$ cat src/rtl/wb_uart_pkg.sv
// Shared constants for the wishbone UART responder: register offsets,
// STATUS bit positions and the bus FSM state encoding.
package wb_uart_pkg;

  // Register select values (addr_i[4:3])
  localparam logic [1:0] REG_TXDATA  = 2'd0;
  localparam logic [1:0] REG_RXDATA  = 2'd1;
  localparam logic [1:0] REG_STATUS  = 2'd2;
  localparam logic [1:0] REG_CONTROL = 2'd3;

  // STATUS bit indices
  localparam int unsigned ST_TX_BUSY     = 0;
  localparam int unsigned ST_RX_EMPTY    = 1;
  localparam int unsigned ST_RX_FULL     = 2;
  localparam int unsigned ST_RX_OVERFLOW = 3;
  localparam int unsigned ST_RX_CNT_LSB  = 8;
  localparam int unsigned ST_RX_CNT_W    = 4;

  // Bus FSM states
  typedef enum logic [1:0] {
    IDLE    = 2'd0,
    TX_WAIT = 2'd1,
    ACK     = 2'd2
  } state_e;

endpackage

$ cat src/rtl/sync_fifo_rx.sv
// Small synchronous circular-buffer FIFO for received UART bytes.
// Ports: clk_i/rst_i (sync, active-high), push_i/din_i write side,
// pop_i read side with rd_data_c showing the head entry, flush_i empties the
// buffer (and wins over a same-cycle push). full_c/empty_c/overflow_c are
// combinational status; count_o is the registered fill level.
module sync_fifo_rx #(
  parameter int unsigned WIDTH = 8,
  parameter int unsigned DEPTH = 4,
  parameter int unsigned AW    = 2
) (
  input  logic             clk_i,
  input  logic             rst_i,
  input  logic             push_i,
  input  logic [WIDTH-1:0] din_i,
  input  logic             pop_i,
  input  logic             flush_i,
  output logic [WIDTH-1:0] rd_data_c,
  output logic             full_c,
  output logic             empty_c,
  output logic             overflow_c,
  output logic [AW:0]      count_o
);

  logic [WIDTH-1:0] mem_q [DEPTH];
  logic [AW-1:0]    rd_ptr_q, rd_ptr_d;
  logic [AW-1:0]    wr_ptr_q, wr_ptr_d;
  logic [AW:0]      count_q, count_d;
  logic             do_push, do_pop;

  // A pop frees a slot in the same cycle, so push-while-full succeeds if popped
  always_comb begin
    full_c     = (count_q == (AW+1)'(DEPTH));
    empty_c    = (count_q == '0);
    do_pop     = pop_i & ~empty_c & ~flush_i;
    do_push    = push_i & ~flush_i & (~full_c | do_pop);
    overflow_c = push_i & ~flush_i & full_c & ~do_pop;
    rd_ptr_d   = rd_ptr_q;
    wr_ptr_d   = wr_ptr_q;
    count_d    = count_q;
    if (flush_i) begin
      rd_ptr_d = '0;
      wr_ptr_d = '0;
      count_d  = '0;
    end else begin
      if (do_pop)  rd_ptr_d = rd_ptr_q + AW'(1);
      if (do_push) wr_ptr_d = wr_ptr_q + AW'(1);
      case ({do_push, do_pop})
        2'b10:   count_d = count_q + (AW+1)'(1);
        2'b01:   count_d = count_q - (AW+1)'(1);
        default: count_d = count_q;
      endcase
    end
  end

  always_ff @(posedge clk_i) begin
    if (rst_i) begin
      rd_ptr_q <= '0;
      wr_ptr_q <= '0;
      count_q  <= '0;
    end else begin
      rd_ptr_q <= rd_ptr_d;
      wr_ptr_q <= wr_ptr_d;
      count_q  <= count_d;
    end
  end

  // Storage needs no reset; validity is tracked by count_q
  always_ff @(posedge clk_i) begin
    if (do_push) mem_q[wr_ptr_q] <= din_i;
  end

  assign rd_data_c = mem_q[rd_ptr_q];
  assign count_o   = count_q;

endmodule

$ cat src/rtl/wishbone_uart_slave.sv
// Wishbone classic responder exposing the UART in a 32-byte window.
// Ports: clk_i/rst_i (sync, active-high); wishbone addr_i/we_i/data_i/cyc_i/
// stb_i in, data_o/ack_o out; tx_data_o/tx_data_valid_o/tx_data_ready_i
// handshake to uart_tx; rx_data_i/rx_data_valid_i from uart_rx; irq_o high
// while received bytes are waiting.
module wishbone_uart_slave
  import wb_uart_pkg::*;
#(
  parameter logic [31:0] BASE_ADDR = 32'h0000_0100,
  parameter int unsigned RX_DEPTH  = 4,
  parameter int unsigned RX_AW     = 2
) (
  input  logic        clk_i,
  input  logic        rst_i,
  input  logic [31:0] addr_i,
  input  logic        we_i,
  input  logic [63:0] data_i,
  input  logic        cyc_i,
  input  logic        stb_i,
  output logic [63:0] data_o,
  output logic        ack_o,
  output logic [7:0]  tx_data_o,
  output logic        tx_data_valid_o,
  input  logic        tx_data_ready_i,
  input  logic [7:0]  rx_data_i,
  input  logic        rx_data_valid_i,
  output logic        irq_o
);

  state_e      state_q, state_d;
  logic        ack_q, ack_d;
  logic [63:0] data_q, data_d;
  logic [7:0]  tx_data_q, tx_data_d;
  logic        tx_valid_q, tx_valid_d;
  logic        ovf_q, ovf_d;
  logic        irq_q;

  logic        hit;
  logic [1:0]  sel;
  logic        rx_pop, rx_flush, ovf_clr, tx_load;
  logic [7:0]  rx_head;
  logic        rx_full, rx_empty, rx_ovf;
  logic [RX_AW:0] rx_count;
  logic [63:0] status;
  logic        unused_bits;

  sync_fifo_rx #(
    .WIDTH (8),
    .DEPTH (RX_DEPTH),
    .AW    (RX_AW)
  ) u_rx_fifo (
    .clk_i      (clk_i),
    .rst_i      (rst_i),
    .push_i     (rx_data_valid_i),
    .din_i      (rx_data_i),
    .pop_i      (rx_pop),
    .flush_i    (rx_flush),
    .rd_data_c  (rx_head),
    .full_c     (rx_full),
    .empty_c    (rx_empty),
    .overflow_c (rx_ovf),
    .count_o    (rx_count)
  );

  assign hit = cyc_i & stb_i & (addr_i[31:5] == BASE_ADDR[31:5]);
  assign sel = addr_i[4:3];

  always_comb begin
    status = '0;
    status[ST_TX_BUSY]     = tx_valid_q;
    status[ST_RX_EMPTY]    = rx_empty;
    status[ST_RX_FULL]     = rx_full;
    status[ST_RX_OVERFLOW] = ovf_q;
    status[ST_RX_CNT_LSB +: ST_RX_CNT_W] = ST_RX_CNT_W'(rx_count);
  end

  // Bus FSM; all register side effects fire on the edge that enters ACK
  always_comb begin
    state_d    = state_q;
    ack_d      = 1'b0;
    data_d     = '0;
    tx_data_d  = tx_data_q;
    tx_valid_d = tx_valid_q & ~tx_data_ready_i;
    rx_pop     = 1'b0;
    rx_flush   = 1'b0;
    ovf_clr    = 1'b0;
    tx_load    = 1'b0;
    case (state_q)
      IDLE: begin
        if (hit) begin
          if (we_i && (sel == REG_TXDATA) && tx_valid_q) begin
            state_d = TX_WAIT;
          end else begin
            state_d = ACK;
            ack_d   = 1'b1;
            if (we_i) begin
              case (sel)
                REG_TXDATA:  tx_load = 1'b1;
                REG_CONTROL: begin
                  ovf_clr  = data_i[0];
                  rx_flush = data_i[1];
                end
                default: ;
              endcase
            end else begin
              case (sel)
                REG_RXDATA: if (!rx_empty) begin
                  data_d = {55'b0, 1'b1, rx_head};
                  rx_pop = 1'b1;
                end
                REG_STATUS: data_d = status;
                default: ;
              endcase
            end
          end
        end
      end
      TX_WAIT: begin
        // Master gave up: abandon without ack or load
        if (!cyc_i) begin
          state_d = IDLE;
        end else if (!tx_valid_q) begin
          state_d = ACK;
          ack_d   = 1'b1;
          tx_load = 1'b1;
        end
      end
      ACK:     state_d = IDLE;
      default: state_d = IDLE;
    endcase
    if (tx_load) begin
      tx_data_d  = data_i[7:0];
      tx_valid_d = 1'b1;
    end
    // A fresh overflow outranks a same-cycle clear
    ovf_d = rx_ovf | (ovf_q & ~ovf_clr);
  end

  always_ff @(posedge clk_i) begin
    if (rst_i) begin
      state_q    <= IDLE;
      ack_q      <= 1'b0;
      data_q     <= '0;
      tx_data_q  <= '0;
      tx_valid_q <= 1'b0;
      ovf_q      <= 1'b0;
      irq_q      <= 1'b0;
    end else begin
      state_q    <= state_d;
      ack_q      <= ack_d;
      data_q     <= data_d;
      tx_data_q  <= tx_data_d;
      tx_valid_q <= tx_valid_d;
      ovf_q      <= ovf_d;
      irq_q      <= ~rx_empty;
    end
  end

  assign ack_o           = ack_q;
  assign data_o          = data_q;
  assign tx_data_o       = tx_data_q;
  assign tx_data_valid_o = tx_valid_q;
  assign irq_o           = irq_q;

  // Address bits below word granularity and upper write-data bits carry no meaning
  assign unused_bits = ^{addr_i[2:0], data_i[63:8]};

endmodule

$ cat config.mk
export PLATFORM = sky130hd
export DESIGN_NAME = wishbone_uart_slave
export DESIGN_NICKNAME = d
export VERILOG_FILES = /design/src/rtl/wb_uart_pkg.sv /design/src/rtl/sync_fifo_rx.sv /design/src/rtl/wishbone_uart_slave.sv
export SDC_FILE = /design/constraint.sdc
export NUM_CORES = 1
export LEC_CHECK = 0
export BUFFER_PORTS_ARGS = -buffer_cell sky130_fd_sc_hd__clkbuf_2
export CAP_MARGIN = 25
export CORE_ASPECT_RATIO = 0.8
export CORE_MARGIN = 5
export CORE_UTILIZATION = 48
export CTS_CLUSTER_DIAMETER = 200
export DETAILED_ROUTE_END_ITERATION = 7
export GPL_TIMING_DRIVEN = 0
export PLACE_DENSITY = 0.85
export SYNTH_ARGS = -nofsm -noshare
export SYNTH_HDL_FRONTEND = slang
export SYNTH_HIERARCHICAL = 1
export SYNTH_SLANG_ARGS = --single-unit
$ cat constraint.sdc
create_clock -name clk_i -period 9 [get_ports clk_i]
set_clock_uncertainty 0.2 [all_clocks]
set_input_delay 0.45 -clock clk_i [delete_from_list [all_inputs] [get_ports clk_i]]
set_output_delay 0.45 -clock clk_i [all_outputs]
set_load 0.02 [all_outputs]
==> results.md <==
* Min Tclk post-route at 4240 ps
* Worst-case headroom to the max-slew limit at 36.8%
* Num CTS Buffers at 9
* CTS sink cnt at 66
* Synthesized instance count at 293
* Unrepaired setup endpoints after global routing: no
* Final-stage net count at 549
* WP data required at 9010 ps
* Core area at 6890 µm²
* Slew Limit Fails at 0
* # Post-CTS Setup Buffers at 0
* First-pass GRT wire length at 12.1 mm
* IO Pins at 186
* Share of cells above drive strength 1 at 37.6%
* Compound-Gate Fraction of Synth Area at 9.69%
* Syn_area_per_cell at 11.6 µm²
* Max-cap violations at 0
* Netlist Area Pre-Place at 3410 µm²
* Routability congestion estimate from global placement at 0.744
* Width of the die at 104 µm
* VDD IR-drop max at 0.0000813 V
* Crit Path Class: register to register
* Worst skew pair latency at 340 ps
* Slowest CP cell: nor4b_1
* Post-synthesis sequential area ratio at 48.1%
* PwrDens at 160 nW/µm²
* Delay-heaviest family, CP: simple AND/OR/NAND/NOR gates
* Initial Util at 49.5%
* Gr ovfl total at 0
* Most used cell, CP: or3_1
* FFs w/ async S/R, synth at 0%
* Synth Flop Type: dfxtp_1
* Clock transition at path regs at 70 ps
* IO buf count at 73
* Largest family of logic cells by synthesized area: simple AND/OR/NAND/NOR gates
* Critical Path Fanout Max at 7
* Setup-failing EPs final at 0
* Root Buffer: clkbuf_8
* Least-Margin Pin Slew at 935 ps
* CTS max path bufs at 2
* DR DRC count at 0
* Seq cells post-synth at 66
* Mux contribution to synthesized area at 5.58%
* P_leak at 1.89 nW
* Post-DR wirelength/cell at 14.8 µm
* CP Data Arrival Time at 4240 ps
* CTS Hold Buffers Added at 0
* Rows at 27
* EDFF count, synth at 32
* Fin crit share at 47.1%
* Ys Warns at 6
* Hpwl dp at 5.93 mm
* CP peak stage delay at 820 ps
* FMAX at 236 MHz
* Hold Fails Final Rpt at 0
* Synth Area in Adders at 3.52%
* CP Launch Type: register
* Detail Route Antenna Nets at 0
* DR iter-0 viols at 247
* Area grow syn2layout at 25.8%
* Vias in the first global route at 2536
* PostCTS Resize Cnt at 0
* CTS tree: yes
* Vias/cell at 4.99
* Die Span Y at 85.4 µm
* DR vias at 2600
* H-tree lvl count at 3
* Initial antenna violation count at 0
* PnR Total Power at 688 µW
* Drt total wl at 7.72 mm
* Setup_tns at 0 ps
* Hold/Removal Path Class: input pin to register
* Status: finished, final reports clean
* Total track usage at 17.0%
* DIE AREA at 8900 µm²
* Xor/xnor share of the synthesized area at 1.03%
* Count of different cell masters after synthesis at 53
* # diodes at 0
* CP endpoint kind: register
* Synth Area in Simple Gates at 18.1%
* Worst path bufs/invs at 1
* DRT Pass-1 Iters at 4
* Crit path cell chain: or3_1 > inv_1 > nor2b_1 > nor4b_1 > nand2b_1 > or3_1 > fa_1 > or3b_1 > a211oi_1 > o21a_1 > nor3_1
* Largest net degree at the start of global routing at 13
cell usage after synthesis (4+ instances only):
| cell type | n | area share (%) |
|---|---|---|
| nor2b_1 | 4 | 0.73 |
| a22oi_1 | 4 | 0.88 |
| or3_1 | 5 | 0.92 |
| edfxtp_1 | 32 | 28 |
| and4_1 | 6 | 1.5 |
| dfxtp_1 | 34 | 20 |
| a21oi_1 | 13 | 1.9 |
| nand2_1 | 11 | 1.2 |
| o211ai_1 | 8 | 1.8 |
| inv_1 | 7 | 0.77 |
| and2_1 | 11 | 2.0 |
| nor2_1 | 17 | 1.9 |
| mux4_2 | 8 | 5.3 |
| o221ai_1 | 8 | 2.1 |
| ha_1 | 8 | 2.9 |
| buf_4 | 53 | 12 |
| and3_1 | 8 | 1.5 |
through the flow:
stage,util (%),worst slack [ps],cell area (µm²),instances,hold WS [ps]
6_report,62.3,4760,4290,521,133
5_1_grt,62.3,4420,4290,521,121
4_1_cts,62.3,4840,4290,521,124
3_3_place_gp,59.2,4800,4080,505,296
2_1_floorplan,-,5390,3600,345,278
3_5_place_dp,59.2,4780,4080,505,314
registers in the layout, indices dropped and copies added (netlist names), named ones only:
name                flops
u_rx_fifo/mem_q        32
data_o                 11
tx_data_o               8
u_rx_fifo/count_o       3
state_q                 2
u_rx_fifo/rd_ptr_q      2
u_rx_fifo/wr_ptr_q      2
ack_o                   1
irq_o                   1
ovf_q                   1
tx_data_valid_o         1
layout make-up:
| class | instances | area [µm²] |
|---|---|---|
| repair buffers | 73 | 365 |
| well taps | 87 | 109 |
| clock buffers | 11 | 131 |
| flip-flops and latches | 66 | 1640 |
| inverters | 7 | 26.3 |
| clock inverters | 5 | 80.1 |
| multi-input cells | 211 | 1490 |
| fillers | 544 | 2600 |
| plain buffers | 61 | 447 |
logic make-up (layout without fill, tap and decap cells):
logic type	after synthesis	count (layout)
buffers and inverters	68	157
multiplexers	9	9
flip-flops	66	66
adder cells (fa/ha/maj)	9	9
AO/OA/AOI/OAI	44	44
other	1	53
XOR/XNOR	4	4
AND/OR/NAND/NOR	92	92
power breakdown:
part / internal, mW / leakage (nW) / switching [mW]
Clock: 0.156 / 0.101 / 0.107
Combinational: 0.0392 / 1.22 / 0.0541
Sequential: 0.326 / 0.569 / 0.00562
placed cells by master, fill, tap and decap left out, types with 2 or more instances in the layout:
cell type,Yosys,routed
buf_6,2,2
bufinv_16,0,2
o211ai_1,8,8
nand4_1,3,3
nor4b_2,2,2
nor3_1,3,3
conb_1,1,53
edfxtp_1,32,32
o221ai_1,8,8
inv_1,7,7
xnor2_1,3,3
and3_1,8,8
a211oi_1,2,2
and4_1,6,6
and2_1,11,11
clkbuf_1,2,4
a21oi_1,13,13
nand3b_1,2,2
nor2_1,17,17
nor4_2,3,3
dfxtp_1,34,34
clkbuf_2,0,73
a221oi_1,2,2
nand2_1,11,11
ha_1,8,8
nand2b_1,2,2
nor2b_1,4,4
buf_4,53,53
nor4b_1,3,3
mux4_2,8,8
a22oi_1,4,4
buf_2,3,3
or2b_1,2,2
clkbuf_8,0,9
or3_1,5,5
per-layer routing:
metal	wire length (µm)	track usage (%)
met1	3080	19.8
met2	3890	29.0
met3	648	6.01
met4	100	6.71
met5	0	0
path summary, 6_finish.rpt:
| path | start | to | slack [ps] | cells after the start |
|---|---|---|---|---|
| max | u_rx_fifo/count_o[0] | u_rx_fifo/count_o[2] | 4760 | 11 |
| max reg2reg | u_rx_fifo/count_o[0] | u_rx_fifo/count_o[2] | 4760 | 11 |
| min reg2reg | tx_data_o[7] | tx_data_o[7] | 330 | 2 |
| min | rx_data_i[6] | u_rx_fifo/mem_q[0][6] | 130 | 1 |
(Power assumes the default switching activity.)
